==> src/rtl/i2c_target_regs_if.sv <==
// Bus bundle for the I2C target register block: raw I2C pins plus the host
// register port and I2C write status.
interface i2c_target_regs_if;
  logic       scl_i;
  logic       sda_i;
  logic       sda_oe;
  logic [2:0] host_idx;
  logic [7:0] host_wdata;
  logic       host_we;
  logic [7:0] host_rdata;
  logic       wr_pulse;
  logic [2:0] wr_idx;
  logic       busy;

  modport slave (
    input  scl_i, sda_i, host_idx, host_wdata, host_we,
    output sda_oe, host_rdata, wr_pulse, wr_idx, busy
  );

  modport master (
    output scl_i, sda_i, host_idx, host_wdata, host_we,
    input  sda_oe, host_rdata, wr_pulse, wr_idx, busy
  );
endinterface

==> src/rtl/i2c_target_regs.sv <==
// I2C target exposing eight 8-bit registers: pointer-byte writes, auto-increment
// reads/writes, filtered SCL/SDA inputs and a host-side register port.
module i2c_target_regs #(
  parameter int FILTER_LEN = 3
) (
  input  logic                  clk,
  input  logic                  rst,
  input  logic [6:0]            own_addr,
  i2c_target_regs_if.slave      bus
);

  localparam int CW = $clog2(FILTER_LEN + 1);

  typedef enum logic [3:0] {
    IDLE      = 4'd0,
    ADDR      = 4'd1,
    ADDR_ACK  = 4'd2,
    PTR       = 4'd3,
    PTR_ACK   = 4'd4,
    WDATA     = 4'd5,
    WDATA_ACK = 4'd6,
    RDATA     = 4'd7,
    RDATA_ACK = 4'd8,
    IGNORE    = 4'd9
  } state_t;

  // Index 0 carries SCL, index 1 carries SDA.
  logic [1:0]    sync1_r, sync2_r, filt_r, filt_d_r;
  logic [CW-1:0] cnt_r [2];

  state_t     state_r, state_nx_s;
  logic [3:0] bit_cnt_r, bit_cnt_nx_s;
  logic [6:0] shift_r, shift_nx_s;
  logic [6:0] tx_r, tx_nx_s;
  logic [2:0] ptr_r, ptr_nx_s;
  logic       rw_r, rw_nx_s;
  logic       sda_oe_r, sda_oe_nx_s;
  logic       busy_r, busy_nx_s;
  logic       wr_pulse_r, wr_pulse_nx_s;
  logic [2:0] wr_idx_r, wr_idx_nx_s;
  logic       load_tx_s, i2c_we_s;
  logic [7:0] regs_r [8];

  logic       scl_rise_s, scl_fall_s, start_s, stop_s;
  logic [7:0] rx_byte_s;

  // Two-flop synchronizers followed by a consecutive-sample glitch filter.
  always_ff @(posedge clk) begin
    if (rst) begin
      sync1_r  <= 2'b11;
      sync2_r  <= 2'b11;
      filt_r   <= 2'b11;
      filt_d_r <= 2'b11;
      for (int i = 0; i < 2; i++) cnt_r[i] <= {CW{1'b0}};
    end else begin
      sync1_r  <= {bus.sda_i, bus.scl_i};
      sync2_r  <= sync1_r;
      filt_d_r <= filt_r;
      for (int i = 0; i < 2; i++) begin
        if (sync2_r[i] == filt_r[i]) begin
          cnt_r[i] <= {CW{1'b0}};
        end else if (cnt_r[i] == CW'(FILTER_LEN - 1)) begin
          filt_r[i] <= sync2_r[i];
          cnt_r[i]  <= {CW{1'b0}};
        end else begin
          cnt_r[i] <= cnt_r[i] + CW'(1);
        end
      end
    end
  end

  assign scl_rise_s = filt_r[0] & ~filt_d_r[0];
  assign scl_fall_s = ~filt_r[0] & filt_d_r[0];
  assign start_s    = filt_r[0] & filt_d_r[0] & filt_d_r[1] & ~filt_r[1];
  assign stop_s     = filt_r[0] & filt_d_r[0] & ~filt_d_r[1] & filt_r[1];
  assign rx_byte_s  = {shift_r, filt_r[1]};

  // Protocol next-state and output decode; START/STOP override every state.
  always_comb begin
    state_nx_s    = state_r;
    bit_cnt_nx_s  = bit_cnt_r;
    shift_nx_s    = shift_r;
    tx_nx_s       = tx_r;
    ptr_nx_s      = ptr_r;
    rw_nx_s       = rw_r;
    sda_oe_nx_s   = sda_oe_r;
    busy_nx_s     = busy_r;
    wr_pulse_nx_s = 1'b0;
    wr_idx_nx_s   = wr_idx_r;
    load_tx_s     = 1'b0;
    i2c_we_s      = 1'b0;
    if (start_s) begin
      state_nx_s   = ADDR;
      bit_cnt_nx_s = 4'd0;
      sda_oe_nx_s  = 1'b0;
      busy_nx_s    = 1'b0;
    end else if (stop_s) begin
      state_nx_s  = IDLE;
      sda_oe_nx_s = 1'b0;
      busy_nx_s   = 1'b0;
    end else begin
      case (state_r)
        ADDR, PTR, WDATA: begin
          if (scl_rise_s) begin
            shift_nx_s = rx_byte_s[6:0];
            if (bit_cnt_r == 4'd7) begin
              bit_cnt_nx_s = 4'd0;
              if (state_r == ADDR) begin
                if (rx_byte_s[7:1] == own_addr) begin
                  state_nx_s = ADDR_ACK;
                  rw_nx_s    = rx_byte_s[0];
                  busy_nx_s  = 1'b1;
                end else begin
                  state_nx_s = IGNORE;
                end
              end else if (state_r == PTR) begin
                ptr_nx_s   = rx_byte_s[2:0];
                state_nx_s = PTR_ACK;
              end else begin
                i2c_we_s      = 1'b1;
                wr_pulse_nx_s = 1'b1;
                wr_idx_nx_s   = ptr_r;
                state_nx_s    = WDATA_ACK;
              end
            end else begin
              bit_cnt_nx_s = bit_cnt_r + 4'd1;
            end
          end else begin
            shift_nx_s = shift_r;
          end
        end
        ADDR_ACK, PTR_ACK, WDATA_ACK: begin
          // First SCL fall asserts the ACK, the second releases it.
          if (scl_fall_s) begin
            if (!sda_oe_r) begin
              sda_oe_nx_s = 1'b1;
            end else if (state_r == ADDR_ACK && rw_r) begin
              load_tx_s = 1'b1;
            end else begin
              sda_oe_nx_s  = 1'b0;
              bit_cnt_nx_s = 4'd0;
              if (state_r == ADDR_ACK) begin
                state_nx_s = PTR;
              end else if (state_r == WDATA_ACK) begin
                ptr_nx_s   = ptr_r + 3'd1;
                state_nx_s = WDATA;
              end else begin
                state_nx_s = WDATA;
              end
            end
          end else begin
            sda_oe_nx_s = sda_oe_r;
          end
        end
        RDATA: begin
          if (scl_rise_s) begin
            bit_cnt_nx_s = bit_cnt_r + 4'd1;
          end else if (scl_fall_s) begin
            if (bit_cnt_r == 4'd8) begin
              sda_oe_nx_s = 1'b0;
              state_nx_s  = RDATA_ACK;
            end else begin
              sda_oe_nx_s = ~tx_r[6];
              tx_nx_s     = {tx_r[5:0], 1'b0};
            end
          end else begin
            tx_nx_s = tx_r;
          end
        end
        RDATA_ACK: begin
          if (scl_rise_s) begin
            if (filt_r[1]) begin
              state_nx_s = IGNORE;
            end else begin
              state_nx_s = RDATA_ACK;
            end
          end else if (scl_fall_s) begin
            load_tx_s = 1'b1;
          end else begin
            state_nx_s = RDATA_ACK;
          end
        end
        default: begin
          state_nx_s = state_r;
        end
      endcase
      // Byte start of a read: latch the register so host writes cannot corrupt it.
      if (load_tx_s) begin
        tx_nx_s      = regs_r[ptr_r][6:0];
        sda_oe_nx_s  = ~regs_r[ptr_r][7];
        ptr_nx_s     = ptr_r + 3'd1;
        bit_cnt_nx_s = 4'd0;
        state_nx_s   = RDATA;
      end else begin
        tx_nx_s = tx_nx_s;
      end
    end
  end

  // Protocol state register.
  always_ff @(posedge clk) begin
    if (rst) begin
      state_r    <= IDLE;
      bit_cnt_r  <= 4'd0;
      shift_r    <= 7'd0;
      tx_r       <= 7'd0;
      ptr_r      <= 3'd0;
      rw_r       <= 1'b0;
      sda_oe_r   <= 1'b0;
      busy_r     <= 1'b0;
      wr_pulse_r <= 1'b0;
      wr_idx_r   <= 3'd0;
    end else begin
      state_r    <= state_nx_s;
      bit_cnt_r  <= bit_cnt_nx_s;
      shift_r    <= shift_nx_s;
      tx_r       <= tx_nx_s;
      ptr_r      <= ptr_nx_s;
      rw_r       <= rw_nx_s;
      sda_oe_r   <= sda_oe_nx_s;
      busy_r     <= busy_nx_s;
      wr_pulse_r <= wr_pulse_nx_s;
      wr_idx_r   <= wr_idx_nx_s;
    end
  end

  // Register file; the I2C write is issued last so it wins a same-index collision.
  always_ff @(posedge clk) begin
    if (rst) begin
      for (int i = 0; i < 8; i++) regs_r[i] <= 8'h00;
    end else begin
      if (bus.host_we) regs_r[bus.host_idx] <= bus.host_wdata;
      if (i2c_we_s) regs_r[ptr_r] <= rx_byte_s;
    end
  end

  assign bus.host_rdata = regs_r[bus.host_idx];
  assign bus.sda_oe     = sda_oe_r;
  assign bus.busy       = busy_r;
  assign bus.wr_pulse   = wr_pulse_r;
  assign bus.wr_idx     = wr_idx_r;

endmodule

==> src/flat_wrapper.sv <==
// flat-port wrapper written by rule: the top's interface ports become plain ports
module i2c_target_regs_flat 
#(
  parameter int FILTER_LEN = 3
)
  (clk, rst, own_addr, bus_scl_i, bus_sda_i, bus_host_idx, bus_host_wdata, bus_host_we, bus_sda_oe, bus_host_rdata, bus_wr_pulse, bus_wr_idx, bus_busy);
  i2c_target_regs_if bus_i ();
  input  logic clk;
  input  logic rst;
  input  logic [6:0] own_addr;
  input wire logic [$bits(bus_i.scl_i)-1:0] bus_scl_i;
  input wire logic [$bits(bus_i.sda_i)-1:0] bus_sda_i;
  input wire logic [$bits(bus_i.host_idx)-1:0] bus_host_idx;
  input wire logic [$bits(bus_i.host_wdata)-1:0] bus_host_wdata;
  input wire logic [$bits(bus_i.host_we)-1:0] bus_host_we;
  output wire logic [$bits(bus_i.sda_oe)-1:0] bus_sda_oe;
  output wire logic [$bits(bus_i.host_rdata)-1:0] bus_host_rdata;
  output wire logic [$bits(bus_i.wr_pulse)-1:0] bus_wr_pulse;
  output wire logic [$bits(bus_i.wr_idx)-1:0] bus_wr_idx;
  output wire logic [$bits(bus_i.busy)-1:0] bus_busy;
  assign bus_i.scl_i = bus_scl_i;
  assign bus_i.sda_i = bus_sda_i;
  assign bus_i.host_idx = bus_host_idx;
  assign bus_i.host_wdata = bus_host_wdata;
  assign bus_i.host_we = bus_host_we;
  assign bus_sda_oe = bus_i.sda_oe;
  assign bus_host_rdata = bus_i.host_rdata;
  assign bus_wr_pulse = bus_i.wr_pulse;
  assign bus_wr_idx = bus_i.wr_idx;
  assign bus_busy = bus_i.busy;
  i2c_target_regs #(.FILTER_LEN(FILTER_LEN)) u_core (.clk(clk), .rst(rst), .own_addr(own_addr), .bus(bus_i));
endmodule
==> config.mk <==
export PLATFORM = sky130hd
export DESIGN_NAME = i2c_target_regs_flat
export DESIGN_NICKNAME = d
export VERILOG_FILES = /design/src/rtl/i2c_target_regs_if.sv /design/src/rtl/i2c_target_regs.sv /design/src/flat_wrapper.sv
export SDC_FILE = /design/constraint.sdc
export NUM_CORES = 1
export LEC_CHECK = 0
export ABC_AREA = 0
export CAP_MARGIN = 5
export CORE_ASPECT_RATIO = 0.8
export CORE_UTILIZATION = 40
export DETAILED_ROUTE_END_ITERATION = 7
export HOLD_SLACK_MARGIN = 0.06
export SYNTH_ARGS = -nofsm -noshare
export SYNTH_HDL_FRONTEND = slang
export SYNTH_SLANG_ARGS = --single-unit
==> constraint.sdc <==
create_clock -name clk -period 3.18 [get_ports clk]
set_input_delay 0.636 -clock clk [delete_from_list [all_inputs] [get_ports clk]]
set_output_delay 0.636 -clock clk [all_outputs]
set_load 0.1 [all_outputs]
== Yosys cells after proc, flatten, opt, wreduce, memory -nomap -nowiden ==
Memories as Yosys holds them, arrays and structs flattened. A register that Yosys moved wholly into a read port is not among the register bits.
Cells that the tools add are included.
Word-level totals
  register bits after elaboration: 40
  bits in writable memories: 68
  input port bits: 23
  output and inout bits: 14
  word-level logic and storage cells: 235
  memories kept: 2
Operators by class
  add/subtract/negate cells: 4
  equal/unequal tests: 49
  muxes and demuxes: 109
  bitwise gates (word level): 25
  reductions and logical operators: 29
Memories
  u_core.regs_r: words 8, width 8, read ports 2, clocked after Yosys merged registers in 1, wr ports 8, line i2c_target_regs.sv:42  | logic [7:0] regs_r [8];
  u_core.cnt_r: words 2, width 2, read ports 2, clocked after Yosys merged registers in 0, wr ports 2, line i2c_target_regs.sv:29  | logic [CW-1:0] cnt_r [2];
Operator list (count)
  4-bit 2-to-1 mux: 19
  1-bit 2-to-1 mux: 55
  3-bit 2-to-1 mux: 16
  7-bit 2-to-1 mux: 5
  5-bit by 1-bit inequality test with 1-bit output (second input constant): 6
  10-bit AND reduction: 3
  3-bit by 1-bit inequality test with 1-bit output (second input constant): 9
  7-bit AND reduction: 3
  4-bit by 3-bit == test with 1-bit output (second input constant): 5
  8-bit 2-to-1 mux: 2
  4-bit case mux with 4 select lines: 1
  8-bit OR reduction: 2
  2-bit 2-to-1 mux: 7
  2-bit by 1-bit inequality test with 1-bit output (second input constant): 6
  3-bit inequality test (second input constant): 4
  1-bit NOT: 12
  4-bit case mux with 3 select lines: 1
  12-bit AND reduction: 1
  3-bit OR reduction: 3
  4-bit by 2-bit == test with 1-bit output (second input constant): 2
  4-bit == test (second input constant): 2
  2-bit inequality test (second input constant): 4
  4-bit AND reduction: 2
  4-bit nonzero test: 2
  other kinds (26): 44

== Longest topological paths before layout ==
  word-level depth: 13
  depth in mapped cells: 8
  depth with buffers taken out: 7

== Least setup slack after synthesis ==
OpenSTA, ideal clock, no wires.
  path kind: register to register
  from: register u_core.sda_oe_r (netlist: u_core.bus.sda_oe)
  to: register with a tool-made name
  arrival: 2.717 ns
  path slack: 0.389 ns
  cell stages (with the launch flop): 8
  path buffers: 2
  clock period less this slack: 2.791 ns
  cells stage by stage: dfxtp_1 > clkbuf_2 > nand4b_4 > a2111o_1 > and3_1 > clkbuf_2 > or4_1 > a31oi_1
RTL lines
  from (decl): line i2c_target_regs.sv:37  | logic sda_oe_r, sda_oe_nx_s;
  from (signal assigned): line i2c_target_regs.sv:220  | sda_oe_r <= sda_oe_nx_s;

== Worst setup path in the final report ==
  from: input bus_host_idx[0]
  to: output bus_host_rdata[3]
Between the ends
  longest elaborated chain between the ends: 1
Ends and longest elaborated chain
  from (decl): line flat_wrapper.sv:13  | input wire logic [$bits(bus_i.host_idx)-1:0] bus_host_idx;
  memory read 8 x 8 bit
  to (decl): line flat_wrapper.sv:17  | output wire logic [$bits(bus_i.host_rdata)-1:0] bus_host_rdata;
Every way passes these cells.

==> run metrics <==
outcome=finished clean; Hold Crit Class=reg2reg; H-tree levels=3; crit path max fanout=20; combinational fraction of design power=26.3%; Starting DRT DRC Count=500; synth warn=0; Finish-stage setup viols=0; Seq/Total Area, Yosys=43.9%; Worst Path Arrival=2.35 ns; antenna violations before repair=0; Yosys cell types=between 60 and 70; Clk pin slew, worst setup/hold paths=0.07 ns; synth-to-layout area growth=15.8%; Flop pwr share=44.3%; slew margin rel.=43.9%; share of the synthesized area in the top cell type=30.9%; Final period util=93.8%; WL per Instance=20.2 um; clk_lat worst skew=0.36 ns; max-slew violation count=0; Sw Share=32.5%; Area contributors post-synth=edfxtp_1, dfxtp_1, mux2i_1; Hold Fails Final Rpt=0; chip height=117 um; Die W=146 um; total power=around 3.8 mW; I/O pin cnt=37; share of layout cells above drive strength 1=19.1%; row count=41; CP startpoint kind=primary input; Worst setup EP type=output port; Root Buffer=clkbuf_16; Total GRT Usage=roughly 22%; clock power share=roughly 29%; Peak VDD IR=0.000314 V; total net switching power=1.22 mW; Post-CTS Setup Inserts=0; DRC viols=0; setup tns final=0 ns; vias=5046; Synth Instances=619; Slew @ Worst Pin=0.841 ns; nets=681; total global routing overflow=0; CTS sink count=around 110; fraction of registers with async set/reset=0%; Worst Skew=0.0105 ns; post-CTS sizing=0; CTS Hold Buffers Added=0; DP HPWL=13600 um; P_int=2.54 mW; vias in the first global route=between 4000 and 5000; leakage power=between 2 and 3 nW; Die ar.=roughly 0.017 mm2; vias per cell=5.78; ANT cells=0; TritonCTS Buffers=9; Initial DRT Pass Iterations=8; first-pass GRT wire length=28000 um; synth cell count leaders=nand2_1, mux2i_1, edfxtp_1; CTS tree=done; post-layout min period=2.98 ns; count leader, synth=nand2_1; #FFs+latches synth=111; Core ar.=around 0.016 mm2; Most used DFF post-synth=edfxtp_1; Synth Cell Area=0.00661 mm2; Setup CP Type=in2out; final antenna-violating net count=0; Worst EP required=approximately 2.5 ns; Max Cap Viol=0; PortBufs=36; RSZ-0062 raised after global routing=no; Initial Util=41.4%; biggest area consumer among synthesized cells=edfxtp_1; Max Freq=335 MHz; Clock Tree Buf Depth=2; Power per Cell Area=between 400 and 500 mW/mm2; largest net degree at the start of global routing=33; RePlAce Congestion=0.933; Post-synth EDFFs=68; wirelength, routed=17700 um; syn_area_per_cell=10.7 um2
==> final cells by class <==
cell class              instances  area, um2
well taps                     215        269
flip-flops and latches        111       2900
repair buffers                 72        703
clock inverters                 7       65.1
fillers                      1434       8300
inverters                      16       60.1
multi-input cells             443       3430
clock buffers                   9        225
==> final timing paths <==
kind / start / end / slack (ns) / cells past startpoint
min: u_core.sync1_r[0] / u_core.sync2_r[0] / 0.41 / 1
max reg2reg: u_core.bit_cnt_r[1] / u_core.regs_r[3][4] / 0.41 / 6
max: bus_host_idx[0] / bus_host_rdata[3] / 0.20 / 5
min reg2reg: u_core.sync1_r[0] / u_core.sync2_r[0] / 0.41 / 1
==> state kept, by name, indices dropped and copies added, names as in the netlist, named ones only <==
name / flops
u_core.bus.wr_pulse: 1
u_core.state_r: 4
u_core.shift_r: 7
u_core.tx_r: 7
u_core.sync2_r: 2
u_core.bus.wr_idx: 3
u_core.bit_cnt_r: 4
u_core.bus.sda_oe: 1
u_core.filt_d_r: 2
u_core.cnt_r: 4
u_core.bus.busy: 1
u_core.regs_r: 64
u_core.ptr_r: 3
u_core.filt_r: 2
u_core.sync1_r: 2
u_core.rw_r: 1
==> metrics by stage <==
step                      cell area [um2]  hold slack (ns)  worst slack [ns]  util [%]  std cells
after floorplan                      6620            0.389             0.389         -        622
after global placement               7370            0.392             0.212      46.2        857
after detailed placement             7370            0.396             0.201      46.2        857
after CTS                            7660            0.414             0.196      48.0        873
after global routing                 7660            0.443             0.140      48.0        873
final                                7660            0.411             0.196      48.0        873
==> power groups by stage <==
stage                     registers, mW  logic [mW]  clock network [mW]
after floorplan                    1.65       0.733                   0
after global placement             1.69       0.957                   0
after detailed placement           1.70       0.969                   0
after CTS                          1.66       0.973                1.13
after global routing               1.67        1.07                1.19
final                              1.67       0.988                1.11
==> cell families (layout without fill, tap and decap cells) <==
logic type / Yosys count / in the layout / synth area share (%)
flops: 111 / 111 / 43.9
simple gates: 214 / 214 / 15.9
buf+inv: 68 / 104 / 4.47
fa+ha+maj: 6 / 6 / 1.10
mux: 120 / 120 / 24.4
xor+xnor: 11 / 11 / 1.46
compound gates: 88 / 88 / 8.69
other cells: 1 / 4 / 0.0567
==> routing by layer <==
metal | wire length (um) | vias up | track usage (%)
met3 | 1760 | 16 | 5.78
li1 | - | 2347 | -
met5 | 0 | - | 0
met4 | 184 | 0 | 5.61
met1 | 8060 | 2478 | 31.4
met2 | 7670 | 205 | 33.4
==> placed cells by master, fill, tap and decap left out, drive strengths merged, types with 13 or more instances in the layout <==
cell type      synthesis  layout
dfxtp                 43      43
mux4                  32      32
nand2                 91      91
inv                   11      13
nor2                  43      43
mux2i                 78      78
clkdlybuf4s50          0      21
buf                   25      51
a21oi                 32      32
nand2b                14      14
edfxtp                68      68
==> critical path, stage by stage <==
cell	delay [ns]
clkdlybuf4s50_1	0.50
buf_12	0.20
mux4_2	0.52
mux2_2	0.31
buf_12	0.17
No activity file was read; power rests on OpenSTA's default activity.
